**config.mk**
```make
export PLATFORM = sky130hd
export DESIGN_NAME = polyphase_halfband_interp
export DESIGN_NICKNAME = d
export VERILOG_FILES = /design/src/rtl/polyphase_halfband_interp.sv
export SDC_FILE = /design/constraint.sdc
export NUM_CORES = 2
export LEC_CHECK = 0
export CAP_MARGIN = 20
export CELL_PAD_IN_SITES_DETAIL_PLACEMENT = 0
export CELL_PAD_IN_SITES_GLOBAL_PLACEMENT = 1
export CORE_MARGIN = 3
export CORE_UTILIZATION = 49
export CTS_BUF_LIST = sky130_fd_sc_hd__clkbuf_8
export DETAILED_ROUTE_END_ITERATION = 8
export DONT_BUFFER_PORTS = 1
export PLACE_DENSITY_LB_ADDON = 0.1
export SETUP_SLACK_MARGIN = 0.02
export SKIP_LAST_GASP = 1
export SYNTH_ARGS = -nofsm -noshare
export SYNTH_HDL_FRONTEND = slang
export SYNTH_SLANG_ARGS = --single-unit
```
**constraint.sdc**
```tcl
create_clock -name clk -period 12.55 [get_ports clk]
set_input_delay 0.6275 -clock clk [delete_from_list [all_inputs] [get_ports clk]]
set_output_delay 0.6275 -clock clk [all_outputs]
set_load 0.01 [all_outputs]
```
**src/rtl/polyphase_halfband_interp.sv**
```systemverilog
// Two-phase halfband interpolator (x2): phase 0 is the symmetric FIR branch on one
// time-multiplexed pre-add MAC, phase 1 is the centre-tap branch (pure delay).
module polyphase_halfband_interp #(
    parameter int unsigned SAMPLE_WIDTH = 16,
    parameter int unsigned COEF_WIDTH   = 16,
    parameter int unsigned K            = 8,
    parameter logic signed [COEF_WIDTH-1:0] COEFS [K] = '{
        -16'sd41, 16'sd111, -16'sd262, 16'sd543, -16'sd1024, 16'sd1850, -16'sd3504, 16'sd18711
    }
) (
    input  logic                    clk,
    input  logic                    reset_n,
    input  logic                    valid_in,
    output logic                    ready_in,
    input  logic [SAMPLE_WIDTH-1:0] data_in,
    output logic                    valid_out,
    input  logic                    ready_out,
    output logic [SAMPLE_WIDTH-1:0] data_out,
    output logic                    phase_out
);

    localparam int unsigned TW = (K > 1) ? $clog2(K) : 1;
    localparam int unsigned IW = TW + 1;
    localparam int unsigned PW = SAMPLE_WIDTH + COEF_WIDTH + 1;
    localparam int unsigned AW = PW + $clog2(K);

    localparam logic [TW-1:0] LastTap = TW'(K - 1);
    localparam logic [IW-1:0] LastIdx = IW'(2 * K - 1);
    localparam logic signed [AW-1:0] RoundBias = {{(AW-1){1'b0}}, 1'b1} << (COEF_WIDTH - 2);
    localparam logic signed [AW-1:0] SatMax =
        {{(AW-SAMPLE_WIDTH+1){1'b0}}, {(SAMPLE_WIDTH-1){1'b1}}};
    localparam logic signed [AW-1:0] SatMin = ~SatMax;

    typedef enum logic [1:0] {StIdle, StMac, StOut0, StOut1} state_e;

    state_e state_q, state_d;

    logic signed [SAMPLE_WIDTH-1:0] x_q [2*K];
    logic [TW-1:0]                  tap_q;
    logic [IW-1:0]                  tap_ext;
    logic signed [AW-1:0]           acc_q;
    logic signed [AW-1:0]           acc_sum;
    logic signed [AW-1:0]           rounded;
    logic signed [SAMPLE_WIDTH-1:0] x_near;
    logic signed [SAMPLE_WIDTH-1:0] x_far;
    logic signed [COEF_WIDTH-1:0]   coef;
    logic signed [SAMPLE_WIDTH:0]   pre_add;
    logic signed [PW-1:0]           product;
    logic signed [SAMPLE_WIDTH-1:0] sat_val;
    logic [SAMPLE_WIDTH-1:0]        data_q;
    logic                           valid_q;
    logic                           phase_q;
    logic                           ready_q;
    logic                           accept;
    logic                           last_tap;

    assign accept   = (state_q == StIdle) && ready_q && valid_in;
    assign last_tap = (tap_q == LastTap);

    // Pre-adder folds the symmetric pair x[j] + x[2K-1-j] before the single multiply.
    assign tap_ext = {1'b0, tap_q};
    assign x_near  = x_q[tap_ext];
    assign x_far   = x_q[LastIdx - tap_ext];
    assign coef    = COEFS[tap_q];
    assign pre_add = $signed({x_near[SAMPLE_WIDTH-1], x_near})
                   + $signed({x_far[SAMPLE_WIDTH-1], x_far});
    assign product = $signed({{COEF_WIDTH{pre_add[SAMPLE_WIDTH]}}, pre_add})
                   * $signed({{(SAMPLE_WIDTH+1){coef[COEF_WIDTH-1]}}, coef});
    assign acc_sum = acc_q + $signed({{(AW-PW){product[PW-1]}}, product});

    // Round half up on the final sum so the registered output lands as OUT0 is entered.
    assign rounded = (acc_sum + RoundBias) >>> (COEF_WIDTH - 1);

    always_comb begin
        sat_val = rounded[SAMPLE_WIDTH-1:0];
        if (rounded > SatMax) begin
            sat_val = SatMax[SAMPLE_WIDTH-1:0];
        end else if (rounded < SatMin) begin
            sat_val = SatMin[SAMPLE_WIDTH-1:0];
        end
    end

    always_comb begin
        state_d = state_q;
        unique case (state_q)
            StIdle: if (accept) state_d = StMac;
            StMac:  if (last_tap) state_d = StOut0;
            StOut0: if (ready_out) state_d = StOut1;
            StOut1: if (ready_out) state_d = StIdle;
            default: state_d = StIdle;
        endcase
    end

    always_ff @(posedge clk or negedge reset_n) begin
        if (!reset_n) begin
            state_q <= StIdle;
            ready_q <= 1'b0;
        end else begin
            state_q <= state_d;
            ready_q <= (state_d == StIdle);
        end
    end

    always_ff @(posedge clk or negedge reset_n) begin
        if (!reset_n) begin
            for (int i = 0; i < 2 * K; i++) begin
                x_q[i] <= '0;
            end
        end else if (accept) begin
            for (int i = 2 * K - 1; i > 0; i--) begin
                x_q[i] <= x_q[i-1];
            end
            x_q[0] <= $signed(data_in);
        end
    end

    always_ff @(posedge clk or negedge reset_n) begin
        if (!reset_n) begin
            tap_q   <= '0;
            acc_q   <= '0;
            data_q  <= '0;
            valid_q <= 1'b0;
            phase_q <= 1'b0;
        end else begin
            if (accept) begin
                tap_q <= '0;
            end
            if (state_q == StMac) begin
                acc_q <= acc_sum;
                tap_q <= last_tap ? '0 : tap_q + 1'b1;
                if (last_tap) begin
                    data_q  <= sat_val;
                    valid_q <= 1'b1;
                    phase_q <= 1'b0;
                end
            end
            if ((state_q == StOut0) && ready_out) begin
                data_q  <= x_q[K-1];
                phase_q <= 1'b1;
            end
            if ((state_q == StOut1) && ready_out) begin
                valid_q <= 1'b0;
                acc_q   <= '0;
            end
        end
    end

    assign ready_in  = ready_q;
    assign valid_out = valid_q;
    assign data_out  = data_q;
    assign phase_out = phase_q;

endmodule

```
# Word level (Yosys, flattened, before mapping)
# Memory sizes are Yosys's and may differ from the RTL's.
# Cells that the tools add are included.
# W data, S select, Z words.
# totals
regBits	316
mem_bits_ro	128
input_bits	20
out_inout_bits	19
wordCells	84
n_memories	1
# op_classes
add_sub_neg	5
multipliers	1
magnitude_cmp	5
n_eq_ne	4
muxes	29
bitwise	3
n_reduce_logical	13
# memory_table
name	depth	width	rd	rd_ports_with_merged_regs	write_ports	line	source
(no name shown)	8	16	1	0	0	64	assign coef = COEFS[tap_q];
# ops
operator	n
$mux W16	11
$bmux W16 S4	2
$mux W36	2
$add A36 B16 Y36 const B	1
$add A36 B33 Y36	1
$mul A17 B16 Y33	1
$gt A21 B16 Y1 const B	1
$lt A21 B16 Y1 const B	1
$add A16 B16 Y17	1
$ge A5 B5 Y1 const B	2
$reduce_bool A2 Y1	5
$mux W3	3
$mux W2	4
$pmux W2 S4	1
$mux W1	6
$not A3 Y5	1
$not A4 Y5	1
$eq A2 B2 Y1 const B	2
$ge A4 B4 Y1 const B	1
$logic_and A1 B1 Y1	4
$logic_not A2 Y1	2
$not A3 Y4	1
$reduce_and A2 Y1	2
$sub A4 B3 Y4 const A	1
other kinds (3)	3

# Longest topological paths before layout
# logic_depth
depth_word	15
ltp_mapped	46
ltp_nobuf	40

# Worst setup path after synthesis
# OpenSTA, ideal clock, no wires.
# synth_path
path_type	reg2reg
startpoint	register tap_q[0]
endpoint	register data_q[10] (netlist: data_out[10])
arrival_time_ns	12.042
slack_ns	0.385
path_stages_with_launch	45
n_path_buf	6
path_cell_list	dfrtp_1 > clkbuf_1 > buf_1 > buf_1 > mux4_2 > mux2_2 > ha_1 > a21o_1 > a21oi_1 > o21bai_1 > a21oi_1 > o21bai_1 > a21oi_1 > o21ai_0 > a211oi_1 > nor2_1 > o221ai_1 > xor2_1 > [9 not listed] > fa_1 > inv_1 > ha_1 > buf_2 > a211o_1 > a21oi_1 > o211ai_1 > a31oi_1 > xor2_1 > or4_1 > clkbuf_2 > or4_4 > nor4_2 > nand2_1 > nor3b_2 > o31ai_4 > buf_4 > a21oi_1
# synth_between
elab_chain_len	15
elab_cells_between_ends	27
# synth_lines
item	line	source
from (decl)	39	logic [TW-1:0] tap_q;
from (signal assigned)	130	tap_q <= last_tap ? '0 : tap_q + 1'b1;
$sub A4 B3 Y4	63	assign x_far = x_q[LastIdx - tap_ext];
$not A4 Y5 (implied by the code)	63	
$bmux W16 S4	63	
$mux W16 (implied by the code) (2 in a row)	63	
$add A16 B16 Y17	66	+ $signed({x_far[SAMPLE_WIDTH-1], x_far});
$mul A17 B16 Y33	68	* $signed({{(SAMPLE_WIDTH+1){coef[COEF_WIDTH-1]}}, coef});
$add A36 B33 Y36	69	assign acc_sum = acc_q + $signed({{(AW-PW){product[PW-1]}}, product});
$add A36 B16 Y36	72	assign rounded = (acc_sum + RoundBias) >>> (COEF_WIDTH - 1);
$lt A21 B16 Y1	78	end else if (rounded < SatMin) begin
$mux W16	78	
$mux W16	76	if (rounded > SatMax) begin
$mux W16	131	if (last_tap) begin
$mux W16	128	if (state_q == StMac) begin
$mux W16	137	if ((state_q == StOut0) && ready_out) begin
to (signal assigned)	132	data_q <= sat_val;
to (signal assigned)	138	data_q <= x_q[K-1];
to (decl)	50	logic [SAMPLE_WIDTH-1:0] data_q;
# Several ways; a longest one is shown, not always the timed one. The select of a mux whose other input is x is not followed.
# A chain may end at the register's enable or synchronous reset.

# Worst setup path in the final report
# layout_path
startpoint	register tap_q[1]
endpoint	register data_q[0] (netlist: data_out[0])
# Same word-level chain as after synthesis.

==> impl_metrics.env <==
export IMPL_start_util_pct=49.7
export IMPL_drt_iter0_drc=1009
export IMPL_tightest_slew_ns=1.20
export IMPL_yosysUniqueCellTypes=74
export IMPL_end_kind="flip-flop"
export IMPL_hold_viol_final=0
export IMPL_die_area_sq_um=59000
export IMPL_overflow=0
export IMPL_antenna_found_initial=3
export IMPL_critPathCapture="data_out[0]"
export IMPL_clkTransAtPathRegs_ns=0.06
export IMPL_ys_ff_latch=316
export IMPL_rr_worst_depth=39
export IMPL_gp_congestion=0.885
export IMPL_avgSynthCellArea_sq_um=11.0
export IMPL_rsz0062_at_grt="false"
export IMPL_r2r_end="data_out[0]"
export IMPL_cts_sinks=316
export IMPL_viasPerCell=5.53
export IMPL_track_usage_pct=25.0
export IMPL_dr_pass1_iters=5
export IMPL_tns_ns=0
export IMPL_outcome="completed"
export IMPL_cp_max_fo=33
export IMPL_cts_root_to_sink_buffers=3
export IMPL_cts_buffers=56
export IMPL_fmax_mhz=84.7
export IMPL_syn_num_nets=2974
export IMPL_clock_latency_ns=0.67
export IMPL_grt_pass1_wl_um=114000
export IMPL_synth_ff_type="dfrtp_1"
export IMPL_synthCells=2499
export IMPL_timing_reg2reg_setup_slack_ns=0.75
export IMPL_die_w_um=243
export IMPL_fin_nets=2994
export IMPL_vias=18300
export IMPL_die_y_um=243
export IMPL_startpoint="tap_q[1]"
export IMPL_cp_required_ns=13.09
export IMPL_hp_class="input pin to async pin"
export IMPL_layout_min_cycle_time_ns=11.80
export IMPL_port_buffers=0
export IMPL_cap_violations=0
export IMPL_ios=39
export IMPL_cp_data_arrival_time_ns=12.34
export IMPL_crit_slowest_cell="dfrtp_4"
export IMPL_slew_viol_final=0
export IMPL_dp_hpwl_um=55300
export IMPL_finalSetupViolCount=0
export IMPL_r2r_start="tap_q[1]"
export IMPL_async_flop_share_pct=100
export IMPL_syn_area_sq_um=27500
export IMPL_skew_ns=0.0485
export IMPL_avgRoutedWirePerCell_um=21.3
export IMPL_htreeDepth=2
export IMPL_fin_crit_sh_pct=94.0
export IMPL_path_class="flip-flop to flip-flop"
export IMPL_synth_edf_count=0
export IMPL_cp_start_kind="flip-flop"
export IMPL_num_rows=86
export IMPL_syn2layout_area_growth_pct=8.79
export IMPL_cts_tree="built"
export IMPL_antenna_left=0
export IMPL_cpPeakStageDelay_ns=0.76
export IMPL_yosys_warnings=0
export IMPL_drc_errors=0
export IMPL_grt_pass1_vias=19900
export IMPL_coreArea_sq_um=55300
export IMPL_cp_common_cell="fa_1"
export IMPL_drive_above_1_share_pct=20.9
export IMPL_cts_root_buffer="clkbuf_8"
export IMPL_slew_headroom_pct=20.1
export IMPL_wl_um=70700
export IMPL_ys_seq_area_share_pct=28.8
export IMPL_grt_max_degree=317
## critical path: cells and delay by family, from the launching register on
family          cells  cell delay (ns)
fa+ha+maj           8             3.71
mux                 2             0.69
flops               1             0.76
simple gates        4             1.85
compound gates     17             3.37
xor+xnor            3             0.85
buf+inv             5             0.41
## registers in the layout (all words and copies together) (netlist names)
signal	cells
ready_in	1
tap_q	3
state_q	2
x_q	256
acc_q	36
data_out	16
phase_out	1
valid_out	1
## synth_stat cells (all sizes together), types with 10 or more instances
master,instances,area share (%)
inv,452,6.2
nand2,188,2.6
mux2,290,12
nor3,12,0.26
mux4,64,5.2
xnor2,52,1.7
nor2,153,2.1
xor2,29,0.92
o21a,12,0.33
fa,321,23
o21ai,46,0.84
buf,12,0.22
or3,19,0.43
a21oi,65,1.2
dfrtp,316,29
nand3,18,0.33
a211oi,11,0.30
ha,134,6.1
clkbuf,87,1.2
a21o,37,1.0
and2,19,0.43
o22ai,14,0.32
nand2b,10,0.23
a22o,19,0.61
## cell usage in the layout (no fill, tap or decap), types with 29 or more instances in the layout
cell / Yosys / final
xnor2_1: 52 / 50
inv_1: 452 / 462
fa_1: 321 / 321
dfrtp_1: 316 / 313
ha_1: 134 / 134
a21oi_1: 65 / 64
nor2_1: 153 / 153
a21o_1: 37 / 37
buf_4: 1 / 56
mux4_2: 64 / 64
xor2_1: 29 / 29
o21ai_0: 44 / 44
clkbuf_8: 0 / 72
mux2_2: 290 / 290
nand2_1: 188 / 188
## cells by family (layout without fill, tap and decap cells)
family	Yosys count	in the layout	synth area share, %
and+or+nand+nor	468	468	7.62
DFF	316	316	28.8
muxes	355	355	17.2
buffers and inverters	553	619	7.61
AOI/OAI and AO/OA	270	270	6.76
xor gates and xnor gates	82	82	2.66
adders and majority gates	455	455	29.5
other	0	1	0
## how the worst min path moves through the flow
stage / start / to / depth (start not counted)
detailed placement: reset_n / x_q[85] / 0
floorplan: reset_n / acc_q[0] / 0
global route: reset_n / x_q[5] / 1
finish: reset_n / x_q[118] / 1
global placement: reset_n / x_q[246] / 0
CTS: data_in[0] / x_q[240] / 1
## per-layer routing
metal | track usage, % | wire (um) | part of all wire, %
met5 | 0 | 0 | 0
met4 | 8.47 | 2510 | 3.6
met2 | 40.5 | 33500 | 47
met3 | 5.49 | 4200 | 5.9
met1 | 33.4 | 30400 | 43
## stage by stage
stage	instance area [sq um]	util [%]	worst slack, ns	hold WS [ns]	std cells
2_1_floorplan	27500	-	0.385	0.332	2499
3_3_place_gp	28500	51.5	0.587	0.349	3203
3_5_place_dp	28500	51.6	0.459	0.343	3204
4_1_cts	29800	53.9	0.387	0.0421	3309
5_1_grt	29900	54.1	0.0182	0.0133	3313
6_report	29900	54.1	0.748	0.00841	3314
## final cells by class
class                           instances  area [sq um]
Clock inverter                         32           293
Inverter                              454          1700
Sequential cell                       316          7920
Fill cell                            4970         25400
Antenna cell                            1          2.50
Clock buffer                           72           991
Multi-Input combinational cell       1630         17500
Tap cell                              748           936
Timing Repair Buffer                   61           536
## repair_timing
item / CTS / global route
hold endpoints to repair: 316 / 0
resized for setup: 0 / 3
setup buffers: 0 / 2
hold buffers: 1 / 0
endpoints found under the setup margin: 0 / 15
Power is not shown: default switching activity piles up to over one toggle a cycle in this logic, so the estimate is an artifact.
